--- src/rtl/seg7_pkg.sv ---
// ============================================================================
// Module   : seg7_pkg
// Brief    : State encoding and segment pattern constants for seg7_decoder.
// Revision : 1.0
// ============================================================================
`timescale 1ns/1ps
`default_nettype none

package seg7_pkg;

    typedef enum logic [1:0] {
        IDLE  = 2'd0,
        TRACK = 2'd1,
        HOLD  = 2'd2
    } state_t;

    // Segment order is {a,b,c,d,e,f,g}, a in the MSB.
    localparam logic [6:0] c_SEG_0 = 7'b1111110;
    localparam logic [6:0] c_SEG_1 = 7'b0110000;
    localparam logic [6:0] c_SEG_2 = 7'b1101101;
    localparam logic [6:0] c_SEG_3 = 7'b1111001;
    localparam logic [6:0] c_SEG_4 = 7'b0110011;
    localparam logic [6:0] c_SEG_5 = 7'b1011011;
    localparam logic [6:0] c_SEG_6 = 7'b1011111;
    localparam logic [6:0] c_SEG_7 = 7'b1110000;
    localparam logic [6:0] c_SEG_8 = 7'b1111111;
    localparam logic [6:0] c_SEG_9 = 7'b1111011;
    localparam logic [6:0] c_SEG_A = 7'b1110111;
    localparam logic [6:0] c_SEG_B = 7'b0011111;
    localparam logic [6:0] c_SEG_C = 7'b1001110;
    localparam logic [6:0] c_SEG_D = 7'b0111101;
    localparam logic [6:0] c_SEG_E = 7'b1001111;
    localparam logic [6:0] c_SEG_F = 7'b1000111;

    localparam logic [6:0] c_BLANK = 7'b0000000;

    localparam logic [15:0][6:0] c_SEG_TABLE = {
        c_SEG_F, c_SEG_E, c_SEG_D, c_SEG_C,
        c_SEG_B, c_SEG_A, c_SEG_9, c_SEG_8,
        c_SEG_7, c_SEG_6, c_SEG_5, c_SEG_4,
        c_SEG_3, c_SEG_2, c_SEG_1, c_SEG_0
    };

endpackage

`default_nettype wire

--- src/rtl/seg7_lookup.sv ---
// ============================================================================
// Module   : seg7_lookup
// Brief    : Combinational 7-segment pattern to {legal, blank, value} decode.
// Revision : 1.0
// ============================================================================
`timescale 1ns/1ps
`default_nettype none

module seg7_lookup
    import seg7_pkg::*;
(
    input  logic [6:0] i_seg,
    output logic       o_legal,
    output logic       o_blank,
    output logic [3:0] o_value
);

    always_comb begin
        o_legal = 1'b0;
        o_value = 4'd0;
        o_blank = (i_seg == c_BLANK);
        for (int i = 0; i < 16; i++) begin
            if (i_seg == c_SEG_TABLE[i]) begin
                o_legal = 1'b1;
                o_value = 4'(i);
            end
        end
    end

endmodule

`default_nettype wire

--- src/rtl/seg7_decoder.sv ---
// ============================================================================
// Module   : seg7_decoder
// Brief    : Waits for a stable 7-segment pattern, then decodes it to hex.
// Revision : 1.0
// ============================================================================
`timescale 1ns/1ps
`default_nettype none

module seg7_decoder
    import seg7_pkg::*;
#(
    parameter int STABLE = 4,
    parameter int ERR_W  = 8
) (
    input  logic             clock,
    input  logic             reset,
    input  logic             en,
    input  logic             s1,
    input  logic             s2,
    input  logic             s3,
    input  logic             s4,
    input  logic             s5,
    input  logic             s6,
    input  logic             s7,
    output logic             A,
    output logic             B,
    output logic             C,
    output logic             D,
    output logic             valid,
    output logic             err,
    output logic [ERR_W-1:0] err_count,
    output logic             locked
);

    localparam logic [7:0] c_STABLE = 8'(STABLE);

    state_t             r_state;
    logic [6:0]         r_cur;
    logic [7:0]         r_run;
    logic [3:0]         r_value;
    logic               r_valid;
    logic               r_err;
    logic               r_locked;
    logic [ERR_W-1:0]   r_err_count;

    logic [6:0]         w_pat;
    logic               w_change;
    logic               w_legal;
    logic               w_blank;
    logic [3:0]         w_value;

    assign w_pat    = {s1, s2, s3, s4, s5, s6, s7};
    assign w_change = en && (w_pat != r_cur);

    seg7_lookup u_lookup (
        .i_seg   (r_cur),
        .o_legal (w_legal),
        .o_blank (w_blank),
        .o_value (w_value)
    );

    always_ff @(posedge clock) begin
        if (reset) begin
            r_state     <= IDLE;
            r_cur       <= 7'd0;
            r_run       <= 8'd0;
            r_value     <= 4'd0;
            r_valid     <= 1'b0;
            r_err       <= 1'b0;
            r_locked    <= 1'b0;
            r_err_count <= '0;
        end else begin
            r_valid <= 1'b0;
            r_err   <= 1'b0;
            case (r_state)
                IDLE: begin
                    if (en) begin
                        r_cur   <= w_pat;
                        r_run   <= 8'd1;
                        r_state <= TRACK;
                    end
                end
                TRACK: begin
                    // A changed sample always beats a decision due on the same edge.
                    if (w_change) begin
                        r_cur <= w_pat;
                        r_run <= 8'd1;
                    end else if (r_run == c_STABLE) begin
                        r_state  <= HOLD;
                        r_locked <= 1'b1;
                        if (w_legal) begin
                            r_value <= w_value;
                            r_valid <= 1'b1;
                        end else if (!w_blank) begin
                            r_err <= 1'b1;
                            if (r_err_count != '1) begin
                                r_err_count <= r_err_count + ERR_W'(1);
                            end
                        end
                    end else if (en) begin
                        r_run <= r_run + 8'd1;
                    end
                end
                HOLD: begin
                    if (w_change) begin
                        r_cur    <= w_pat;
                        r_run    <= 8'd1;
                        r_state  <= TRACK;
                        r_locked <= 1'b0;
                    end
                end
                default: begin
                    r_state <= IDLE;
                end
            endcase
        end
    end

    assign {A, B, C, D} = r_value;
    assign valid        = r_valid;
    assign err          = r_err;
    assign err_count    = r_err_count;
    assign locked       = r_locked;

endmodule

`default_nettype wire

--- config.mk ---
export PLATFORM = sky130hd
export DESIGN_NAME = seg7_decoder
export DESIGN_NICKNAME = d
export VERILOG_FILES = /design/src/rtl/seg7_pkg.sv /design/src/rtl/seg7_lookup.sv /design/src/rtl/seg7_decoder.sv
export SDC_FILE = /design/constraint.sdc
export NUM_CORES = 1
export LEC_CHECK = 0
export CORE_ASPECT_RATIO = 0.6
export CORE_MARGIN = 10
export CORE_UTILIZATION = 50
export CTS_CLUSTER_DIAMETER = 100
export CTS_CLUSTER_SIZE = 40
export DETAILED_ROUTE_END_ITERATION = 6
export DONT_BUFFER_PORTS = 1
export GPL_ROUTABILITY_DRIVEN = 0
export PLACE_DENSITY_LB_ADDON = 0.08
export SETUP_SLACK_MARGIN = 0.15
export SYNTH_ARGS = -nofsm -noshare
export SYNTH_HDL_FRONTEND = slang
export SYNTH_SLANG_ARGS = --single-unit
--- constraint.sdc ---
create_clock -name clock -period 2.15 [get_ports clock]
set_clock_uncertainty 0.15 [all_clocks]
set_input_delay 0.215 -clock clock [delete_from_list [all_inputs] [get_ports clock]]
set_output_delay 0.215 -clock clock [all_outputs]
set_load 0.01 [all_outputs]
Word-level counts from Yosys, hierarchy flattened:

Cells that the tools add are included.

* bits in registers: 32
* bits of input ports: 10
* output and inout port bits: 15
* logic and storage cells: 109

* add/sub/neg operators: 2
* equal/unequal tests: 28
* multiplexer cells: 51
* bitwise gates (word level): 5
* reduce and logical (&&, ||, !) cells: 15

Operators by type and width (number)
* $eq 7x7->1 const B: 12
* $mux 8: 5
* $mux 4: 8
* $pmux 8 s3: 1
* $mux 1: 22
* $eq 7x6->1 const B: 3
* $add 8x1->8 const B: 2
* $mux 7: 2
* $pmux 7 s2: 1
* $mux 2: 6
* $mux 3: 4
* $reduce_and 4->1: 3
* $eq 8x3->1 const B: 1
* $ne 2x2->1 const B: 4
* $ne 8x8->1 const B: 1
* $eq 7x5->1 const B: 1
* $logic_not 7->1: 1
* $ne 7x7->1: 1
* $ne 3x3->1 const B: 2
* $pmux 2 s3: 1
* $reduce_and 6->1: 1
* $not 1->1: 5
* $reduce_and 5->1: 1
* $reduce_or 5->1: 1
* other kinds (11): 12

Longest topological paths before layout:

Gate-level depths: netlist (run 1).

* depth in word-level cells: 19
* depth in mapped cells: 9
* mapped depth without buffers: 7

By module:

Synthesis (run 1) repeated with hierarchy kept, for this count alone.

* cell total of the unflattened synthesis: 251
* area total of the unflattened synthesis: 2149.6 sq um

Modules (own cells, without submodules)
* seg7_decoder: times used 1, cells an instance 199, area each 1801.7 sq um, sequential area each 640.6 sq um
* seg7_lookup: times used 1, cells an instance 52, area each 347.8 sq um, sequential area each 0.0 sq um

Worst setup path after synthesis (run 1):

Ideal clock, no wire load.

* path kind: flip-flop to flip-flop
* start point: register r_cur[1]
* end point: register r_err_count[5], in the netlist err_count[5]
* setup time: 0.123 ns
* arrival time: 2.063 ns
* data required time: 1.877 ns
* slack: -0.187 ns
* cell stages (with the launch flop): 9
* path buffers: 2
* clock period less this slack: 2.337 ns
* cell sequence: dfxtp_1 > buf_4 > nand2b_1 > nor3_1 > o211a_1 > or4b_4 > buf_6 > nor4_1 > mux2_1

* word-level cells in the longest chain between the ends: 19
* elaborated cells on any way between the ends: 39
* those cells by class: 17 x eq/ne; 16 x mux; 3 x bitwise; 3 x reduce/logical

RTL lines
* start: declaration: RTL line seg7_decoder.sv:38 `logic [6:0] r_cur;`
* start signal: assignment: RTL line seg7_decoder.sv:78 `r_cur <= w_pat;`
* start signal: assignment: RTL line seg7_decoder.sv:86 `r_cur <= w_pat;`
* start signal: assignment: RTL line seg7_decoder.sv:106 `r_cur <= w_pat;`
* $eq 7x7->1: RTL line seg7_lookup.sv:23 `if (i_seg == c_SEG_TABLE[i]) begin`
* $mux 1 (16 in a row): RTL line seg7_lookup.sv:23
* $not 1->1 (no source line)
* $reduce_and 6->1 (no source line) (*)
* end signal: assignment: RTL line seg7_decoder.sv:97 `r_err_count <= r_err_count + ERR_W'(1);`
* end: declaration: RTL line seg7_decoder.sv:44 `logic [ERR_W-1:0] r_err_count;`

Mark *: on every way between the ends. The rest lies on a longest branch, timed or not.
A chain may end at the register's enable or synchronous reset.

Worst setup path after layout (run 1):

* start point: register r_cur[3]
* end point: register r_err_count[2], in the netlist err_count[2]

The elaborated chain is that of the path after synthesis.

==> results of run 1 <==
## repair_timing
action	4_1_cts	5_1_grt
endpoints found under the hold margin	21	20
pin swaps	7	11
setup buffers	5	6
gates resized for setup	40	31
endpoints found under the setup margin	24	31
## worst max-delay path, delay by kind of cell, from the launching register on
family | cells | cell delay [ns]
AO/OA/AOI/OAI | 4 | 0.61
buffers and inverters | 1 | 0.13
flip-flops | 1 | 0.37
AND/OR/NAND/NOR | 2 | 1.06
## kinds of logic after synthesis
logic type | after synthesis | synth area share, %
buffers and inverters | 25 | 6.25
adders and majority gates | 7 | 4.29
DFF | 32 | 31.4
xor gates and xnor gates | 13 | 5.58
and+or+nand+nor | 102 | 26.8
muxes | 14 | 7.11
AOI/OAI and AO/OA | 54 | 18.6
## routing by layer
metal	share of wire (%)	global-route usage (%)	routed length [microns]
met5	0	0	0
met4	2.6	6.17	184
met3	8.6	6.45	596
met2	45	26.9	3120
met1	44	21.9	3060
## power by group
part | total, uW | internal, uW | switching [uW]
clock | 490 | 255 | 235
combinational | 665 | 329 | 336
sequential | 684 | 631 | 53.2
## per-stage QoR
step           cell area, sq um  total power (uW)  TNS [ns]
4_1_cts                    2790              1730     -1.35
3_3_place_gp               2470              1160     -1.34
2_1_floorplan              2080               990    -0.296
6_report                   2990              1840     -2.13
3_5_place_dp               2470              1190     -2.31
5_1_grt                    2990              1920     -3.43
## final timing paths
kind | endpoint | depth (start not counted) | slack (ns) | from
worst max-delay path | err_count[2]$_SDFFE_PP0P_ | 7 | -0.22 | r_cur[3]$_SDFFE_PP0P_
worst min-delay path | err_count[2]$_SDFFE_PP0P_ | 1 | -0.17 | reset
worst max register to register | err_count[2]$_SDFFE_PP0P_ | 7 | -0.22 | r_cur[3]$_SDFFE_PP0P_
worst min register to register | r_state[1]$_SDFFE_PP0P_ | 2 | 0.39 | r_state[1]$_SDFFE_PP0P_
## cell usage in the layout, fill, tap and decap left out, types with 3 or more instances in the layout
cell type   n
xnor2_2     6
o21ai_1     3
dfxtp_2     4
a211oi_2    9
mux2i_1    10
dfxtp_4     3
o211a_1     3
nand2_1     9
nand3_1     8
inv_1      10
buf_4      58
nand2b_1    3
nor2_1     31
o21ai_0     3
nor3_1      6
nand4_1     9
nor2b_1     7
a21oi_2     7
a21oi_1     7
buf_6      10
and3b_1     3
nand3b_1    3
xnor2_1     7
dfxtp_1    25
ha_1        6
clkbuf_8    6
nor3_2      3
## flip-flops by register name, summed over array words and instances (netlist names)
| register | cells |
|---|---|
| r_cur | 7 |
| r_state | 2 |
| r_run | 8 |
| locked | 1 |
| err_count | 8 |
| valid | 1 |
| r_value | 4 |
| err | 1 |
## final cells by class
| class | instances | area (sq um) | area share, % |
|---|---|---|---|
| Tap cell | 47 | 58.8 | 1.97 |
| Clock buffer | 6 | 82.6 | 2.76 |
| Multi-Input combinational cell | 190 | 1580 | 52.7 |
| Timing Repair Buffer | 70 | 568 | 19.0 |
| Inverter | 10 | 37.5 | 1.25 |
| Clock inverter | 2 | 10.0 | 0.335 |
| Sequential cell | 32 | 657 | 22.0 |
==> impl_results.md, run 1 <==
- Area growth syn-to-layout: 46.5%
- Slowest CP cell: or4b_4
- Vias per cell: 6.13
- Synthesized cell area: 2040 sq um
- Final setup vio count: 14
- Worst VDD drop: 0.505 mV
- Die X: 103 microns
- Cell with the most instances after synthesis: nor2_1
- Skew-Pair Late Insertion Delay: 0.29 ns
- Initial DRC Count: 195
- Max Freq: 0.422 GHz
- Hold slack: -0.171 ns
- Top FF cell, synth: dfxtp_1
- First-pass GRT wire length: 10400 microns
- Post-DRT Antenna Nets: 0
- GRT Util Overall: 17.6%
- Setup ws final: -0.218 ns
- Layout cells sized above 1: 44.5%
- HPWL Detailed: 4480 microns
- Status: finished with violations
- Die area: 7120 sq um
- ANT cells: 0
- Leakage: 0.00115 uW
- CP max FO: 8
- Io pins: 25
- Worst-case clock buffer depth: 2
- Hold Fails Final Rpt: 20
- Yosys warnings: 0
- Sequential share of the synthesized area: 31.4%
- Core Region: 3810 sq um
- RSZ-0062 raised after global routing: yes
- Post-synth EDFFs: 0
- Synth cell types: 53
- Setup crit end kind: flop
- Share of the synthesized area in the top cell type: 31.4%
- Dpl cells: 336
- CTS clk-pin slew, worst paths: 0.07 ns
- Pre-CTS setup slack: -0.199 ns
- Total global routing overflow: 0
- Final std cells w/o fill: 357
- Wire per inst: 19.5 microns
- Max_slew headroom: 59.1%
- Post-Syn Instances: 247
- H-tree depth: 2
- Worst EP arrival: 2.45 ns
- # fillers: 225
- Path type of the worst setup path: reg -> reg
- Flops & latches, synth: 32
- Worst Max-Slew Pin Slew: 0.614 ns
- Power Density: 615 nW/um^2
- Post-synthesis net count: 264
- WL final: 6960 microns
- Hold-fix buffers, CTS: 2
- Tcrit/Tclk final: 110%
- # port buffers: 0
- Largest net degree at the start of global routing: 32
- Tmin final: 2.37 ns
- Cells taking the most area after synthesis: dfxtp_1 31%, nor2_1 6.1%, xnor2_1 5.6%
- Maxcap violations: 0
- CTS tree: built
- Vias in the first global route: 2044
- Synth async-reset ratio: 0%
- # nets final: 326
- Avg Cell Area, Syn: 8.27 sq um
- Worst Hold Class: in -> reg
- Clock root cell: clkbuf_8
- Vias: 2189
- Slew Limit Fails: 0
- DRC Markers: 0
- Violated checks: negative hold slack, negative setup slack
- Rows: 17
- Top post-synthesis cells by count: 33 x nor2_1, 32 x dfxtp_1, 14 x a21oi_1
- Chip height: 69.5 microns
- # clock sinks: 32
- Post-layout util: 78.6%
- Cts bufs inserted: 5
- CP peak stage delay: 0.55 ns
- CP Launch Type: flop
- Detailed-router iteration count before antenna repair: 5
- Initial antenna violation count: 0
- Yosys top cell by area: dfxtp_1
- Worst Path Required: 2.23 ns
- Cell Chain, Critical Path: buf_6 -> o211ai_1 -> o31a_1 -> o211a_1 -> or4b_4 -> or4_4 -> a21oi_2
- Initial Utilization: 53.6%
Power figures use the tool's default switching activity.
==> run 2, diff against run 1 <==
--- a/config.mk
+++ b/config.mk
@@ -14,6 +14,7 @@
 export DONT_BUFFER_PORTS = 1
 export GPL_ROUTABILITY_DRIVEN = 0
 export PLACE_DENSITY_LB_ADDON = 0.08
+export RECOVER_POWER = 50
 export SETUP_SLACK_MARGIN = 0.15
 export SYNTH_ARGS = -nofsm -noshare
 export SYNTH_HDL_FRONTEND = slang
==> constraint.sdc (replaced) <==
create_clock -name clock -period 2.15 [get_ports clock]
set_clock_uncertainty 0.15 [all_clocks]
set_input_delay 0.43 -clock clock [delete_from_list [all_inputs] [get_ports clock]]
set_output_delay 0.43 -clock clock [all_outputs]
set_load 0.01 [all_outputs]
==> impl_results.md, run 2 (synthesis gave the netlist of run 1 again) <==
- Status: finished with violations
- Violated checks: negative setup slack
- Clock root cell: clkbuf_8
- Worst VDD drop: 0.501 mV (-0.80%)
- Tcrit/Tclk final: 110% (-0.49 points)
- Final std cells w/o fill: 355 (-0.56%)
- CTS clk-pin slew, worst paths: 0.07 ns (about the same)
- Worst Path Required: 2.23 ns (about the same)
- # fillers: 231 (+2.7%)
- Die area: 7120 sq um (unchanged)
- Setup ws final: -0.207 ns (+0.0105 ns)
- Vias per cell: 6.18 (+0.79%)
- Final setup vio count: 14 (unchanged)
- Power Density: 621 nW/um^2 (+1.0%)
- CP peak stage delay: 0.55 ns (about the same)
- Worst-case clock buffer depth: 2 (unchanged)
- RSZ-0062 raised after global routing: yes
- Hold Fails Final Rpt: 0 (-100%)
- Cts bufs inserted: 5 (unchanged)
- Max Freq: 0.424 GHz (+0.44%)
- Io pins: 25 (unchanged)
- # nets final: 324 (-0.61%)
- Skew-Pair Late Insertion Delay: 0.29 ns (about the same)
- Setup crit end kind: flop
- WL final: 6960 microns (about the same)
- Layout cells sized above 1: 43.5% (-1.0 points)
- H-tree depth: 2 (unchanged)
- Rows: 17 (unchanged)
- Core Region: 3810 sq um (unchanged)
- Post-DRT Antenna Nets: 0 (unchanged)
- CP Launch Type: flop
- Placed Area: 2470 sq um (unchanged)
- Area growth syn-to-layout: 44.8%
- Initial Utilization: 53.6% (unchanged)
- Vias: 2194 (+0.23%)
- Slew Limit Fails: 0 (unchanged)
- Most common cell after layout, fill and taps aside: buf_4
- DRC Markers: 0 (unchanged)
- Setup TNS: -1.98 ns (+0.145 ns)
- Final Power: 1840 uW (-0.16%)
- Chip height: 69.5 microns (unchanged)
- ANT cells: 0 (unchanged)
- Detailed-router iteration count before antenna repair: 5 (unchanged)
- Slowest CP cell: or4b_4
- Worst Max-Slew Pin Slew: 0.603 ns (-0.0112 ns)
- HPWL Detailed: 4480 microns (unchanged)
- Largest net degree at the start of global routing: 32 (unchanged)
- CP max FO: 8 (unchanged)
- Leakage: 0.00113 uW (-1.7%)
- Register Area: 657 sq um (unchanged)
- Max_slew headroom: 59.8% (+0.74 points)
- Tmin final: 2.36 ns (-0.0105 ns)
- # port buffers: 0 (unchanged)
- Vias in the first global route: 2048 (+0.20%)
- Worst Hold Class: in -> reg
- Maxcap violations: 0 (unchanged)
- Worst EP arrival: 2.44 ns (about the same)
- Dpl cells: 336 (unchanged)
- GRT Util Overall: 17.5% (-0.080 points)
- Cell Chain, Critical Path: buf_6 -> o211ai_1 -> o31a_1 -> o211a_1 -> or4b_4 -> or4_4 -> a21oi_2
- Finished Cell Area: 2960 sq um (-1.2%)
- Total global routing overflow: 0 (unchanged)
- # clock sinks: 32 (unchanged)
- First-pass GRT wire length: 10300 microns (-0.46%)
- Initial DRC Count: 192 (-1.5%)
- Wire per inst: 19.6 microns (+0.55%)
- Initial antenna violation count: 0 (unchanged)
- Commonest non-fill, non-tap cells in the layout: 54 x buf_4, 31 x nor2_1, 25 x dfxtp_1
- Hold slack: 0.0469 ns (+0.217 ns)
- Area of the multi-input gates: 1580 sq um (unchanged)
- Die X: 103 microns (unchanged)
- Path type of the worst setup path: reg -> reg
- CTS tree: built
[run 2: power by group]
part	total [uW]	switching (uW)	internal (uW)
clock network	485	230	255
registers	684	53.3	631
logic	667	338	329
total	1840	621	1220
[run 2: critical path: cells and delay by family, from the launching register on]
family                 cells  cell delay [ns]
buffers and inverters      1             0.12
AOI/OAI and AO/OA          4             0.59
DFF                        1             0.37
and+or+nand+nor            2             1.06
[run 2: path summary, 6_finish.rpt]
path	start	endpoint	slack, ns	cells past startpoint
setup / recovery	r_cur[3]$_SDFFE_PP0P_	err_count[2]$_SDFFE_PP0P_	-0.21	7
hold / removal	reset	r_value[1]$_SDFFE_PP0P_	0.05	1
setup reg to reg	r_cur[3]$_SDFFE_PP0P_	err_count[2]$_SDFFE_PP0P_	-0.21	7
hold reg to reg	r_state[1]$_SDFFE_PP0P_	r_state[1]$_SDFFE_PP0P_	0.40	2
[run 2: metal layers]
layer	global-route usage, %	part of all wire [%]	wire length (microns)	vias to the layer above
met5	0	0	0	-
met4	6.17	2.6	184	0
met3	6.45	9.0	624	24
met2	26.9	45	3130	107
met1	21.8	43	3020	1047
li1	-	-	-	1016
[run 2: what timing repair did]
action	4_1_cts	5_1_grt
setup buffers	5	6
pin swaps	7	11
hold buffers	0	0
endpoints found under the setup margin	24	31
resized for setup	40	31
[run 2: through the flow]
stage | utilization [%] | setup slack, ns
floorplan | - | -0.0811
global placement | 64.9 | -0.155
detailed placement | 64.9 | -0.199
CTS | 72.7 | -0.157
global route | 77.7 | -0.294
finish | 77.7 | -0.207
[run 2: final cells by class]
type | instances | area share [%]
Clock buffer | 6 | 2.79
Inverter | 10 | 1.27
Timing Repair Buffer | 68 | 18.0
Sequential cell | 32 | 22.2
Multi-Input combinational cell | 190 | 53.4
Clock inverter | 2 | 0.339
Tap cell | 47 | 1.99
